`src/rtl/hms_timer.sv`:
```
// hms_timer: BCD hours:minutes:seconds timekeeper with a built-in prescaler,
// up/down counting, a range-checked synchronous preset load and optional
// stop-at-zero behaviour when counting down.
//
// Ports:
//   clk        in   system clock, rising edge
//   reset      in   asynchronous active-low reset
//   en         in   count enable, gates the prescaler
//   up_down    in   1 = count up, 0 = count down
//   load       in   single-cycle preset request
//   load_time  in   BCD preset {hh, mm, ss}, 4 bits per digit
//   sec_units, sec_tens, min_units, min_tens, hour_units, hour_tens  out  BCD digits
//   sec_tick   out  pulse in the cycle after each step that changed the digits
//   rollover   out  pulse on wrap in either direction
//   done       out  sticky: count-down reached zero (STOP_AT_ZERO=1 only)
//   load_err   out  pulse: preset was out of range and rejected
// All outputs are registered.
`timescale 1ns/1ps

module hms_timer #(
  parameter int TICK_DIV     = 1,
  parameter int HOURS_MAX    = 24,
  parameter int STOP_AT_ZERO = 1
) (
  input  logic        clk,
  input  logic        reset,
  input  logic        en,
  input  logic        up_down,
  input  logic        load,
  input  logic [23:0] load_time,
  output logic [3:0]  sec_units,
  output logic [2:0]  sec_tens,
  output logic [3:0]  min_units,
  output logic [2:0]  min_tens,
  output logic [3:0]  hour_units,
  output logic [1:0]  hour_tens,
  output logic        sec_tick,
  output logic        rollover,
  output logic        done,
  output logic        load_err
);

  localparam int              PRE_W     = (TICK_DIV > 1) ? $clog2(TICK_DIV) : 1;
  localparam logic [PRE_W-1:0] PRE_LAST = PRE_W'(TICK_DIV - 1);
  localparam logic [4:0]      HOUR_LAST = 5'(HOURS_MAX - 1);

  // State
  logic [PRE_W-1:0] pre_q, pre_d;
  logic [3:0]       su_q, su_d;
  logic [2:0]       st_q, st_d;
  logic [3:0]       mu_q, mu_d;
  logic [2:0]       mt_q, mt_d;
  logic [4:0]       hour_q, hour_d;     // binary hour count
  logic [3:0]       hu_q, hu_d;         // registered hour digits
  logic [1:0]       ht_q, ht_d;
  logic             sec_tick_q, sec_tick_d;
  logic             rollover_q, rollover_d;
  logic             done_q, done_d;
  logic             load_err_q, load_err_d;

  // Preset decode
  logic [3:0] l_su, l_st, l_mu, l_mt, l_hu, l_ht;
  logic [7:0] l_hour_bin;
  logic       load_ok;
  logic       step;
  logic       at_max, at_zero, at_one;

  always_comb begin
    l_su       = load_time[3:0];
    l_st       = load_time[7:4];
    l_mu       = load_time[11:8];
    l_mt       = load_time[15:12];
    l_hu       = load_time[19:16];
    l_ht       = load_time[23:20];
    l_hour_bin = 8'(l_ht) * 8'd10 + 8'(l_hu);
    load_ok    = (l_su <= 4'd9) && (l_mu <= 4'd9) && (l_hu <= 4'd9) &&
                 (l_st <= 4'd5) && (l_mt <= 4'd5) &&
                 (l_hour_bin < 8'(HOURS_MAX));
  end

  assign step    = en && (pre_q == PRE_LAST);
  assign at_max  = (su_q == 4'd9) && (st_q == 3'd5) && (mu_q == 4'd9) &&
                   (mt_q == 3'd5) && (hour_q == HOUR_LAST);
  assign at_zero = (su_q == 4'd0) && (st_q == 3'd0) && (mu_q == 4'd0) &&
                   (mt_q == 3'd0) && (hour_q == 5'd0);
  assign at_one  = (su_q == 4'd1) && (st_q == 3'd0) && (mu_q == 4'd0) &&
                   (mt_q == 3'd0) && (hour_q == 5'd0);

  always_comb begin
    pre_d      = pre_q;
    su_d       = su_q;
    st_d       = st_q;
    mu_d       = mu_q;
    mt_d       = mt_q;
    hour_d     = hour_q;
    sec_tick_d = 1'b0;
    rollover_d = 1'b0;
    load_err_d = 1'b0;
    // Sampling up_down=1 at any edge clears the sticky flag.
    done_d     = done_q & ~up_down;

    if (load) begin
      // Any step coinciding with a load is discarded, valid or not.
      if (load_ok) begin
        su_d   = l_su;
        st_d   = 3'(l_st);
        mu_d   = l_mu;
        mt_d   = 3'(l_mt);
        hour_d = 5'(l_hour_bin);
        pre_d  = '0;
        done_d = 1'b0;
      end else begin
        load_err_d = 1'b1;
      end
    end else begin
      if (en) begin
        pre_d = step ? '0 : pre_q + PRE_W'(1);
      end
      if (step) begin
        if (up_down) begin
          sec_tick_d = 1'b1;
          rollover_d = at_max;
          if (su_q != 4'd9) su_d = su_q + 4'd1;
          else begin
            su_d = 4'd0;
            if (st_q != 3'd5) st_d = st_q + 3'd1;
            else begin
              st_d = 3'd0;
              if (mu_q != 4'd9) mu_d = mu_q + 4'd1;
              else begin
                mu_d = 4'd0;
                if (mt_q != 3'd5) mt_d = mt_q + 3'd1;
                else begin
                  mt_d   = 3'd0;
                  hour_d = (hour_q == HOUR_LAST) ? 5'd0 : hour_q + 5'd1;
                end
              end
            end
          end
        end else if (at_zero && (STOP_AT_ZERO != 0)) begin
          // Parked at zero: digits hold, no tick; a down step here means
          // the count-down is at its end, so the flag is (re)asserted.
          done_d = 1'b1;
        end else begin
          sec_tick_d = 1'b1;
          rollover_d = at_zero;
          if (at_one && (STOP_AT_ZERO != 0)) done_d = 1'b1;
          if (su_q != 4'd0) su_d = su_q - 4'd1;
          else begin
            su_d = 4'd9;
            if (st_q != 3'd0) st_d = st_q - 3'd1;
            else begin
              st_d = 3'd5;
              if (mu_q != 4'd0) mu_d = mu_q - 4'd1;
              else begin
                mu_d = 4'd9;
                if (mt_q != 3'd0) mt_d = mt_q - 3'd1;
                else begin
                  mt_d   = 3'd5;
                  hour_d = (hour_q == 5'd0) ? HOUR_LAST : hour_q - 5'd1;
                end
              end
            end
          end
        end
      end
    end
  end

  // Binary hour count to tens/units; the hour count never exceeds 23.
  always_comb begin
    if (hour_d >= 5'd20) begin
      ht_d = 2'd2;
      hu_d = 4'(hour_d - 5'd20);
    end else if (hour_d >= 5'd10) begin
      ht_d = 2'd1;
      hu_d = 4'(hour_d - 5'd10);
    end else begin
      ht_d = 2'd0;
      hu_d = 4'(hour_d);
    end
  end

  always_ff @(posedge clk or negedge reset) begin
    if (!reset) begin
      pre_q      <= '0;
      su_q       <= '0;
      st_q       <= '0;
      mu_q       <= '0;
      mt_q       <= '0;
      hour_q     <= '0;
      hu_q       <= '0;
      ht_q       <= '0;
      sec_tick_q <= 1'b0;
      rollover_q <= 1'b0;
      done_q     <= 1'b0;
      load_err_q <= 1'b0;
    end else begin
      pre_q      <= pre_d;
      su_q       <= su_d;
      st_q       <= st_d;
      mu_q       <= mu_d;
      mt_q       <= mt_d;
      hour_q     <= hour_d;
      hu_q       <= hu_d;
      ht_q       <= ht_d;
      sec_tick_q <= sec_tick_d;
      rollover_q <= rollover_d;
      done_q     <= done_d;
      load_err_q <= load_err_d;
    end
  end

  assign sec_units  = su_q;
  assign sec_tens   = st_q;
  assign min_units  = mu_q;
  assign min_tens   = mt_q;
  assign hour_units = hu_q;
  assign hour_tens  = ht_q;
  assign sec_tick   = sec_tick_q;
  assign rollover   = rollover_q;
  assign done       = done_q;
  assign load_err   = load_err_q;

endmodule

```
`config.mk`:
```
export PLATFORM = sky130hd
export DESIGN_NAME = hms_timer
export DESIGN_NICKNAME = d
export VERILOG_FILES = /design/src/rtl/hms_timer.sv
export SDC_FILE = /design/constraint.sdc
export NUM_CORES = 1
export LEC_CHECK = 0
export BUFFER_PORTS_ARGS = -buffer_cell sky130_fd_sc_hd__buf_4
export CAP_MARGIN = 25
export CORE_UTILIZATION = 35
export DETAILED_ROUTE_END_ITERATION = 12
export GPL_TIMING_DRIVEN = 0
export REMOVE_ABC_BUFFERS = 1
export SETUP_SLACK_MARGIN = 0.2
export SKIP_CTS_REPAIR_TIMING = 1
export SYNTH_ARGS = -nofsm -noshare
export SYNTH_HDL_FRONTEND = slang
export SYNTH_SLANG_ARGS = --single-unit
export TNS_END_PERCENT = 10
```
`constraint.sdc`:
```
create_clock -name clk -period 6.7 [get_ports clk]
set_input_delay 0.67 -clock clk [delete_from_list [all_inputs] [get_ports clk]]
set_output_delay 0.67 -clock clk [all_outputs]
set_load 0.02 [all_outputs]
```
==> run summary, run 1 <==
* Mapped Avg Cell Area: 8.29 um2
* Max Clock Skew: 0.00358 ns
* number of enable-type register cells in the synthesized netlist: 0
* capturing element type of the critical path: flip-flop
* TritonCTS clock tree: done
* maximum count of clock buffers along a single path: 2
* number of register bits inferred by synthesis: 29
* Hold Vio Cnt, Final: 0
* kind of critical path: in2reg
* timing-limited maximum frequency: 0.230 GHz
* fraction of layout cells with a size suffix above 1: 0.227
* Reg clk slew, reported paths: 0.06 ns
* grt ovf: 0
* Worst R2R End: hour_units[1]$_DFF_PN0_
* number of placement rows: 31
* number of global-route vias before repair: 2,403
* combined area of the multi-input logic cells: 1760 um2
* share of async-settable or async-resettable flops after synthesis: 1.00
* vias per std cell: 5.52
* worst ir drop on vdd: 123 uV
* number of design rule violations left after detail routing: 0
* Layout Utilization: 0.434
* # Max-Cap Violations: 0
* Boundary Pins: 53
* number of synthesis warnings: 0
* leak pwr: 1.37 nW
* number of nets with antenna violations after routing: 0
* clock latency at the later pin of the worst-skew pair: 0.28 ns
* power per standard cell area: 288 nW/um2
* first-pass GRT wire length: 11,200 um
* Die Outline Area: 7930 um2
* slew at the pin with the worst max-slew slack: 0.813 ns
* antenna violations before repair: 0
* total power after layout: 912 uW
* total detailed-routing wirelength: 6800 um
* cell class contributing the biggest share of worst-path delay: compound AO/OA/AOI/OAI gates
* Register-to-Register Path Depth: 11
* Slew Limit Fails: 0
* total number of H-tree levels: 2
* worst endpoint data arrival time: 4.52 ns
* Total Neg Setup Slack: 0 ns
* TritonCTS Buffers: 5
* highest net fanout along the worst path: 9
* number of violations reported at the end of detailed-routing iteration 0: 196
* Final Critical Period: 4.34 ns
* launching element type of the critical path: input pin
* initial cell density of the core: 0.364
* cell breakdown of the critical path: buf_4, ha_1, ha_1, fa_1, o2111ai_1, a311oi_1, a31oi_1, a221oi_4, inv_1, ha_1, a311oi_4, nor3_2, nor4_2
* reg2reg start: min_units[0]$_DFFE_PN0P_
* count of buffers inserted at the top-level ports: 52
* slew margin rel.: 0.453
* register-to-register setup slack: 2.75 ns
* setup repair after global routing missed its margin: false
* Die W: 89.0 um
* number of inserted diodes: 0
* Syn Inst Count: 320
* sum of net half-perimeters after detailed placement: 5030 um
* Critical path buffers and inverters: 2
* register area: 726 um2
* area of the core region: 7290 um2
* worst stage delay on the critical path: 0.60 ns
* Nets: 404
* CTS root buffer: clkbuf_8
* gr usage total: 0.182
* detailed-route wire length per cell: 14.8 um
* count of unique library cells instantiated by Yosys: 68
* Routability Congestion: 0.875
* CP max-delay cell: a221oi_4
* kind of path behind the tightest hold check: in2async
* die outline height: 89.0 um
* data required time of the worst path: 6.88 ns
* length of the first detailed-routing pass in iterations: 4
* TritonCTS sink count: 29
* Final setup viols: 0
* pin count of the biggest net entering global routing: 39
* sequential fraction of the synthesis area: 0.274
* result of the run: finished clean
* dominant synthesized flop cell: dfrtp_1
* total via count after detailed routing: 2,541
* Syn Std Cell Area: 2650 um2
* critical path's most frequent cell: ha_1
* # fillers: 742
* layout overhead on the synthesized area: 19.3%
* final critical-path share of the clock period: 0.648
## per-stage QoR
stage                     area, um2  cells  hold slack, ns  setup slack [ns]
after detailed placement       3080    452           0.545              2.14
after CTS                      3160    460           0.327              2.41
after global routing           3160    460           0.345              2.07
after floorplan                2570    301           0.374              2.74
after global placement         3080    452           0.539              2.25
final                          3160    460           0.318              2.36
## cells by family after synthesis
kind of cell             share of synthesized area
AO/OA/AOI/OAI                                0.275
flip-flops                                   0.274
buffers and inverters                       0.0613
XOR/XNOR                                    0.0321
AND/OR/NAND/NOR                              0.234
multiplexers                                0.0477
adder cells (fa/ha/maj)                     0.0765
## worst max path at each step
stage,start,endpoint,slack [ns],cells after the start
after floorplan,load_time[21],hour_units[3]$_DFF_PN0_,2.74,13
after global routing,load_time[21],hour_units[1]$_DFF_PN0_,2.07,13
after global placement,load_time[21],hour_units[1]$_DFF_PN0_,2.25,13
after detailed placement,load_time[21],hour_units[1]$_DFF_PN0_,2.14,13
final,load_time[21],hour_units[1]$_DFF_PN0_,2.36,13
after CTS,load_time[21],hour_units[1]$_DFF_PN0_,2.41,13
## flip-flops by register name, summed over array words and instances, names as in the netlist
name / flops
hour_q: 4
hour_units: 4
min_units: 4
sec_units: 4
min_tens: 3
sec_tens: 3
hour_tens: 2
done: 1
load_err: 1
pre_q: 1
rollover: 1
sec_tick: 1
## cell type report
class                   count  area share
clock buffers               6      0.0229
clock inverters             2     0.00316
inverters                  21      0.0249
multi-input cells         251       0.557
flip-flops and latches     29       0.229
well taps                  99      0.0391
repair buffers             52       0.123
## layer usage
layer  track usage  share of wire  vias to the layer above
met5             0              0                        -
met2         0.304           0.48                       69
met4        0.0635          0.011                        0
met1         0.238           0.45                     1204
met3        0.0323          0.054                        6
li1              -              -                     1262
## layout by cell type, fill, tap and decap left out, types with 4 or more instances in the layout
cell type | netlist | final
buf_4 | 1 | 52
o21ai_0 | 30 | 30
dfrtp_1 | 29 | 29
nor2_1 | 26 | 26
nand2_1 | 24 | 24
inv_1 | 21 | 21
nand3_1 | 16 | 16
a21oi_1 | 15 | 15
ha_1 | 13 | 13
nor3_1 | 10 | 10
a211oi_1 | 9 | 9
nand3b_1 | 7 | 7
mux2i_1 | 7 | 7
xnor2_1 | 5 | 5
mux2_2 | 5 | 5
clkbuf_8 | 0 | 5
nor2b_1 | 4 | 4
or3_1 | 4 | 4
## power by group
part	internal (mW)	switching [mW]	total [mW]
clock	0.0719	0.0688	0.141
sequential	0.222	0.100	0.322
combinational	0.207	0.242	0.449
total	0.501	0.411	0.912
## worst register-to-register path, stage by stage (launching register included)
cell      delay [ns]
dfrtp_1         0.54
or3_4           0.44
or4_1           0.59
or3_4           0.44
a21oi_1         0.19
a311oi_2        0.09
a221oi_4        0.47
inv_1           0.10
ha_1            0.25
a311oi_4        0.36
nor3_2          0.08
nor4_2          0.30
## cell usage after synthesis, types with 4 or more instances
cell      count  area share
nor2b_1       4      0.0094
nand3b_1      7       0.020
nor2_1       26       0.037
inv_1        21       0.030
a21oi_1      15       0.028
mux2_2        5       0.021
or3_1         4      0.0094
a211oi_1      9       0.025
buf_1         4      0.0057
nand2_1      24       0.034
clkbuf_1     12       0.017
nor3_1       10       0.019
xnor2_1       5       0.017
mux2i_1       7       0.026
o21ai_0      30       0.057
nand3_1      16       0.030
dfrtp_1      29        0.27
ha_1         13       0.061
(Power assumes the default switching activity.)
==> run 2: changes to the inputs <==
--- a/config.mk
+++ b/config.mk
@@ -5,6 +5,7 @@
 export SDC_FILE = /design/constraint.sdc
 export NUM_CORES = 1
 export LEC_CHECK = 0
+export ABC_AREA = 1
 export BUFFER_PORTS_ARGS = -buffer_cell sky130_fd_sc_hd__buf_4
 export CAP_MARGIN = 25
 export CORE_UTILIZATION = 35
==> constraint.sdc (replaced) <==
create_clock -name clk -period 3.52 [get_ports clk]
set_input_delay 0.352 -clock clk [delete_from_list [all_inputs] [get_ports clk]]
set_output_delay 0.352 -clock clk [all_outputs]
set_load 0.02 [all_outputs]
==> run summary, run 2 <==
* worst stage delay on the critical path: 0.52 ns, was 0.60 ns
* most instantiated library cell after synthesis: nand2_1, was o21ai_0
* total number of H-tree levels: 2, unchanged
* detailed-route wire length per cell: 12.3 um, was 14.8 um
* result of the run: finished, violations left, was finished clean
* Syn Inst Count: 413, was 320
* first element of the critical path: load_time[21], unchanged
* critical path's most frequent cell: nand3_1, was ha_1
* power share of the sequential group: 0.325, was 0.354
* Net Switching: 766 uW, was 411 uW
* Critical path buffers and inverters: 4, was 2
* main area contributors after synthesis: dfrtp_1, nand2_1, inv_1, was dfrtp_1, ha_1, o21ai_0
* dpl cells: 560, was 452
* initial cell density of the core: 0.362, was 0.364
* cell breakdown of the critical path: buf_4, ha_1, ha_1, fa_1, inv_1, nor2_2, nand3_1, nand2_1, nand3_1, nor2_2, nand3_1, nand2_1, nor2_4, inv_2, ha_1, inv_1, a21oi_2, nand2_2, nand3_1, nand2_1, was buf_4, ha_1, ha_1, fa_1, o2111ai_1, a311oi_1, a31oi_1, a221oi_4, inv_1, ha_1, a311oi_4, nor3_2, nor4_2
* length of the first detailed-routing pass in iterations: 4, unchanged
* gr usage total: 0.179, was 0.182
* top post-synthesis cells by count: nand2_1, inv_1, nand3_1, nor2_1, dfrtp_1, was o21ai_0, dfrtp_1, nor2_1, nand2_1, inv_1
* count of buffers inserted at the top-level ports: 52, unchanged
* number of inserted diodes: 0, unchanged
* Register-to-Register Path Depth: 20, was 11
* Die W: 91.1 um, was 89.0 um
* cell-internal power: 923 uW, was 501 uW
* number of enable-type register cells in the synthesized netlist: 0, unchanged
* setup slack at placement: 0.249 ns, was 2.14 ns
* Die Outline Area: 8300 um2, was 7930 um2
* kind of path behind the tightest hold check: in2async, unchanged
* number of register bits inferred by synthesis: 29, unchanged
* CP max-delay cell: fa_1, was a221oi_4
* capturing element type of the critical path: flip-flop, unchanged
* worst endpoint data arrival time: 3.09 ns, was 4.52 ns
* Final setup viols: 0, unchanged
* Mapped Avg Cell Area: 6.73 um2, was 8.29 um2
* grt ovf: 0, unchanged
* Worst R2R End: hour_units[2]$_DFF_PN0_, was hour_units[1]$_DFF_PN0_
* sequential fraction of the synthesis area: 0.261, was 0.274
* cell class contributing the biggest share of worst-path delay: adder cells, was compound AO/OA/AOI/OAI gates
* maximum count of clock buffers along a single path: 2, unchanged
* share of async-settable or async-resettable flops after synthesis: 1.00, unchanged
* slew at the pin with the worst max-slew slack: 0.725 ns, was 0.813 ns
* part of the total power dissipated in combinational logic: 0.489, was 0.492
* CTS root buffer: clkbuf_8, unchanged
* clock share of power: 0.186, was 0.154
* power per standard cell area: 502 nW/um2, was 288 nW/um2
* fraction of layout cells with a size suffix above 1: 0.242, was 0.227
* leak pwr: 1.69 nW, was 1.37 nW
* area of the core region: 7690 um2, was 7290 um2
* Routability Congestion: 0.836, was 0.875
* first-pass GRT wire length: 12,100 um, was 11,200 um
* count of unique library cells instantiated by Yosys: 38, was 68
* TritonCTS clock tree: done, unchanged
* Boundary Pins: 53, unchanged
* Max Clock Skew: 0.00360 ns, was 0.00358 ns
* Final Critical Period: 2.91 ns
* number of violations reported at the end of detailed-routing iteration 0: 160, was 196
* violated checks: negative hold slack
* highest-count cells in the layout ignoring fill and taps: nand2_1, inv_1, buf_4, was buf_4, o21ai_0, dfrtp_1
* Reg clk slew, reported paths: 0.07 ns, was 0.06 ns
* number of design rule violations left after detail routing: 0, unchanged
* number of placement rows: 32, was 31
* capture point of the worst path: hour_units[1]$_DFF_PN0_, unchanged
* die outline height: 91.1 um, was 89.0 um
* minimum hold slack: -0.00831 ns, was 0.318 ns
* number of nets with antenna violations after routing: 0, unchanged
* Hold Vio Cnt, Final: 12, was 0
* kind of critical path: in2reg, unchanged
* reg2reg start: sec_tens[0]$_DFFE_PN0P_, was min_units[0]$_DFFE_PN0P_
* area share of the largest cell type after synthesis: 0.261, was 0.274
* timing-limited maximum frequency: 0.344 GHz
* switching power as a share of total power: 0.453, was 0.450
* layout overhead on the synthesized area: 21.1%, was 19.3%
* # Max-Cap Violations: 0, unchanged
* number of synthesis warnings: 0, unchanged
* highest net fanout along the worst path: 4, was 9
* Total Neg Setup Slack: 0 ns, unchanged
* TritonCTS sink count: 29, unchanged
* final setup slack of the worst path: 0.609 ns, was 2.36 ns
* most common cell after layout, fill and taps aside: nand2_1, was buf_4
* Nets: 509, was 404
* vias per std cell: 4.92, was 5.52
* TritonCTS Buffers: 5, unchanged
* setup repair after global routing missed its margin: false, unchanged
* total via count after detailed routing: 2,797, was 2,541
* number of cells on the critical path: 20, was 13
* number of global-route vias before repair: 2,581, was 2,403
* register-to-register setup slack: 0.86 ns, was 2.75 ns
* launching element type of the critical path: input pin, unchanged
* clock latency at the later pin of the worst-skew pair: 0.29 ns, was 0.28 ns
* Syn Std Cell Area: 2780 um2, was 2650 um2
* total detailed-routing wirelength: 6990 um, was 6800 um
* Slew Limit Fails: 0, unchanged
* worst ir drop on vdd: 134 uV, was 123 uV
* leading area contributor after synthesis: dfrtp_1, unchanged
* antenna violations before repair: 0, unchanged
* pin count of the biggest net entering global routing: 30, was 39
* sum of net half-perimeters after detailed placement: 5420 um, was 5030 um
* dominant synthesized flop cell: dfrtp_1, unchanged
* slew margin rel.: 0.516, was 0.453
* final critical-path share of the clock period: 0.827
* # fillers: 833, was 742
* data required time of the worst path: 3.70 ns, was 6.88 ns
* non-filler instance count after layout: 568, was 460
[run 2: changes by cell type after synthesis, moves of 7 or more]
| cell | before | now |
|---|---|---|
| nand2_1 | 24 | 96 |
| nand2_2 | 0 | 9 |
| nor2_1 | 26 | 39 |
| o21ai_0 | 30 | 20 |
| nor2_2 | 1 | 14 |
| nor2_4 | 0 | 9 |
| mux2i_1 | 7 | 0 |
| inv_2 | 0 | 7 |
| nand3_1 | 16 | 40 |
| a211oi_1 | 9 | 2 |
| inv_1 | 21 | 56 |
| clkbuf_1 | 12 | 4 |
[run 2: cells by family after synthesis]
family          count (synthesis)  share of synthesized area
simple gates                  233                      0.428
buf+inv                        71                     0.0986
compound gates                 62                      0.130
flops                          29                      0.261
fa+ha+maj                      15                     0.0729
xor+xnor                        3                    0.00945
[run 2: per-stage QoR]
| step | total power [mW] | utilization | hold WS (ns) | cell area [um2] |
|---|---|---|---|---|
| floorplan | 1.10 | - | 0.0564 | 2750 |
| CTS | 1.70 | 0.438 | -0.00241 | 3370 |
| finish | 1.69 | 0.438 | -0.00831 | 3370 |
| global route | 1.83 | 0.438 | 0.0158 | 3370 |
| global placement | 1.37 | 0.425 | 0.310 | 3270 |
| detailed placement | 1.38 | 0.425 | 0.310 | 3270 |
[run 2: how the worst min path moves through the flow]
stage,startpoint,endpoint,cells after the start
6_report,reset,min_units[3]$_DFFE_PN0P_,1
5_1_grt,reset,sec_tens[1]$_DFFE_PN0P_,1
3_3_place_gp,reset,min_units[2]$_DFFE_PN0P_,1
4_1_cts,reset,sec_tens[1]$_DFFE_PN0P_,1
2_1_floorplan,reset,done$_DFF_PN0_,0
3_5_place_dp,reset,min_units[2]$_DFFE_PN0P_,1
[run 2: layer usage]
metal  GRT usage  share of wire  vias up
li1            -              -     1457
met3      0.0318          0.059        8
met5           0              0        -
met4      0.0503          0.013        0
met2       0.302           0.45       80
met1       0.232           0.47     1252
[run 2: cell type report]
class | instances | area (um2) | area share
Multi-Input combinational cell | 313 | 1780 | 0.529
Sequential cell | 29 | 726 | 0.216
Timing Repair Buffer | 52 | 390 | 0.116
Inverter | 64 | 241 | 0.0717
Tap cell | 102 | 128 | 0.0379
Clock buffer | 7 | 96.3 | 0.0286
Clock inverter | 1 | 5.00 | 0.00149
[run 2: power groups by stage]
| stage | sequential (mW) | combinational, mW | clock, mW |
|---|---|---|---|
| floorplan | 0.632 | 0.468 | 0 |
| global placement | 0.551 | 0.816 | 0 |
| detailed placement | 0.554 | 0.828 | 0 |
| CTS | 0.548 | 0.830 | 0.326 |
| global route | 0.567 | 0.925 | 0.343 |
| finish | 0.549 | 0.826 | 0.314 |
[run 2: worst reg2reg max path: stages, from the launching register on]
cell,delay [ns]
dfrtp_1,0.45
nor2_1,0.20
ha_1,0.22
nand2_1,0.06
inv_1,0.06
nand3_2,0.11
nor2_4,0.19
nand2_2,0.10
inv_2,0.06
nand3b_1,0.08
a21oi_2,0.16
nor2_2,0.08
nor2_4,0.15
inv_2,0.07
ha_1,0.17
inv_1,0.10
a21oi_2,0.08
nand2_2,0.09
nand2_1,0.05
nand3_1,0.06
nand2_1,0.05
==> run 3: changes to the inputs <==
==> constraint.sdc (replaced) <==
create_clock -name clk -period 2.8 [get_ports clk]
set_input_delay 0.28 -clock clk [delete_from_list [all_inputs] [get_ports clk]]
set_output_delay 0.28 -clock clk [all_outputs]
set_load 0.02 [all_outputs]
==> run summary, run 3 (synthesized netlist as in run 2, its figures left out) <==
* worst ir drop on vdd: 172 uV, was 134 uV
* pin count of the biggest net entering global routing: 30, unchanged
* Hold Vio Cnt, Final: 0, was 12
* power share of the sequential group: 0.321, was 0.325
* maximum count of clock buffers along a single path: 2, unchanged
* Final Critical Period: 2.78 ns
* total detailed-routing wirelength: 7090 um, was 6990 um
* CP max-delay cell: fa_1, unchanged
* CTS root buffer: clkbuf_8, unchanged
* capturing element type of the critical path: flip-flop, unchanged
* highest net fanout along the worst path: 8, was 4
* setup repair after global routing missed its margin: true, was false
* highest-count cells in the layout ignoring fill and taps: nand2_1, inv_1, buf_4, unchanged
* number of nets with antenna violations after routing: 0, unchanged
* number of global-route vias before repair: 2,581, unchanged
* launching element type of the critical path: input pin, unchanged
* clock share of power: 0.184, was 0.186
* length of the first detailed-routing pass in iterations: 5, was 4
* fraction of layout cells with a size suffix above 1: 0.271, was 0.242
* first element of the critical path: load_time[23], was load_time[21]
* TritonCTS sink count: 29, unchanged
* die outline height: 91.1 um, unchanged
* data required time of the worst path: 3.01 ns, was 3.70 ns
* antenna violations before repair: 0, unchanged
* area of the core region: 7690 um2, unchanged
* switching power as a share of total power: 0.454, was 0.453
* detailed-route wire length per cell: 12.3 um, about the same
* number of placement rows: 32, unchanged
* kind of critical path: in2reg, unchanged
* # Max-Cap Violations: 0, unchanged
* gr usage total: 0.179, unchanged
* Routability Congestion: 0.836, unchanged
* layout overhead on the synthesized area: 26.1%, was 21.1%
* Nets: 515, was 509
* cell class contributing the biggest share of worst-path delay: simple AND/OR/NAND/NOR gates, was adder cells
* worst stage delay on the critical path: 0.57 ns, was 0.52 ns
* number of design rule violations left after detail routing: 0, unchanged
* Register-to-Register Path Depth: 20, unchanged
* timing-limited maximum frequency: 0.359 GHz
* clock latency at the later pin of the worst-skew pair: 0.29 ns, about the same
* slew margin rel.: 0.519, was 0.516
* result of the run: finished clean, was finished, violations left
* Net Switching: 977 uW, was 766 uW
* grt ovf: 0, unchanged
* reg2reg start: min_tens[0]$_DFFE_PN0P_, was sec_tens[0]$_DFFE_PN0P_
* TritonCTS clock tree: done, unchanged
* total number of H-tree levels: 2, unchanged
* number of violations reported at the end of detailed-routing iteration 0: 139, was 160
* leak pwr: 1.73 nW, was 1.69 nW
* final critical-path share of the clock period: 0.994
* Total Neg Setup Slack: 0 ns, unchanged
* # fillers: 814, was 833
* sum of net half-perimeters after detailed placement: 5420 um, unchanged
* Hold Path Cell Cnt: 2
* total power after layout: 2.15 mW, was 1.69 mW
* Die W: 91.1 um, unchanged
* kind of path behind the tightest hold check: in2reg, was in2async
* Reg clk slew, reported paths: 0.07 ns, about the same
* count of buffers inserted at the top-level ports: 52, unchanged
* power per standard cell area: 614 nW/um2, was 502 nW/um2
* slew at the pin with the worst max-slew slack: 0.721 ns, was 0.725 ns
* number of inserted diodes: 0, unchanged
* total via count after detailed routing: 2,840, was 2,797
* most common cell after layout, fill and taps aside: nand2_1, unchanged
* non-filler instance count after layout: 574, was 568
* minimum hold slack: 0.179 ns, was -0.00831 ns
* first-pass GRT wire length: 12,100 um, unchanged
* Die Outline Area: 8300 um2, unchanged
* Boundary Pins: 53, unchanged
* Critical path buffers and inverters: 4, unchanged
* cell breakdown of the critical path: buf_8, ha_4, ha_4, fa_1, nand2_1, nor2_1, nand2_1, nand2_1, nand2_1, nand2_2, nand4_4, nor2_4, buf_6, nor2_4, nor2_4, inv_4, buf_4, nor2_4, o211ai_1, o21ai_0, was buf_4, ha_1, ha_1, fa_1, inv_1, nor2_2, nand3_1, nand2_1, nand3_1, nor2_2, nand3_1, nand2_1, nor2_4, inv_2, ha_1, inv_1, a21oi_2, nand2_2, nand3_1, nand2_1
* Max Clock Skew: 0.00414 ns, was 0.00360 ns
* TritonCTS Buffers: 5, unchanged
* part of the total power dissipated in combinational logic: 0.495, was 0.489
* cell-internal power: 1.18 mW, was 923 uW
* number of cells on the critical path: 20, unchanged
* start point of the worst min-delay path: en
* initial cell density of the core: 0.362, unchanged
* Final setup viols: 0, unchanged
* dpl cells: 560, unchanged
* worst endpoint data arrival time: 2.99 ns, was 3.09 ns
* vias per std cell: 4.95, was 4.92
* Slew Limit Fails: 0, unchanged
[run 3: power groups by stage]
stage / Clock (mW) / Sequential [mW] / Combinational, mW
global placement: 0 / 0.693 / 1.03
detailed placement: 0 / 0.697 / 1.04
floorplan: 0 / 0.794 / 0.588
global route: 0.431 / 0.712 / 1.19
finish: 0.395 / 0.691 / 1.07
CTS: 0.410 / 0.689 / 1.04
[run 3: area by class of cell]
| type | count | area [um2] | area share |
|---|---|---|---|
| tap | 102 | 128 | 0.0364 |
| multi-input combinational | 313 | 1850 | 0.529 |
| clock inverter | 1 | 5.00 | 0.00143 |
| clock buffer | 7 | 96.3 | 0.0275 |
| sequential | 29 | 726 | 0.207 |
| timing repair buffer | 58 | 453 | 0.129 |
| inverter | 64 | 244 | 0.0696 |
[run 3: stage by stage]
step	setup slack (ns)	util	area [um2]
detailed placement	-0.399	0.425	3270
CTS	-0.0874	0.438	3370
global route	-0.161	0.456	3500
global placement	-0.318	0.425	3270
floorplan	0.0136	-	2750
finish	0.0179	0.456	3500
[run 3: worst paths after layout]
path                                             to  slack (ns)
setup / recovery           min_units[2]$_DFFE_PN0P_        0.02
hold / removal                    pre_q$_DFFE_PN0P_        0.18
hold reg to reg                   pre_q$_DFFE_PN0P_        0.53
min in group asynchronous  min_units[2]$_DFFE_PN0P_        0.47
max in group asynchronous   hour_units[0]$_DFF_PN0_        2.04
setup reg to reg            hour_units[2]$_DFF_PN0_        0.16
[run 3: layer usage]
metal / GRT usage / vias up / wire length (um)
li1: - / 1464 / -
met1: 0.232 / 1277 / 3280
met2: 0.302 / 91 / 3270
met3: 0.0318 / 8 / 449
met4: 0.0503 / 0 / 86
met5: 0 / - / 0
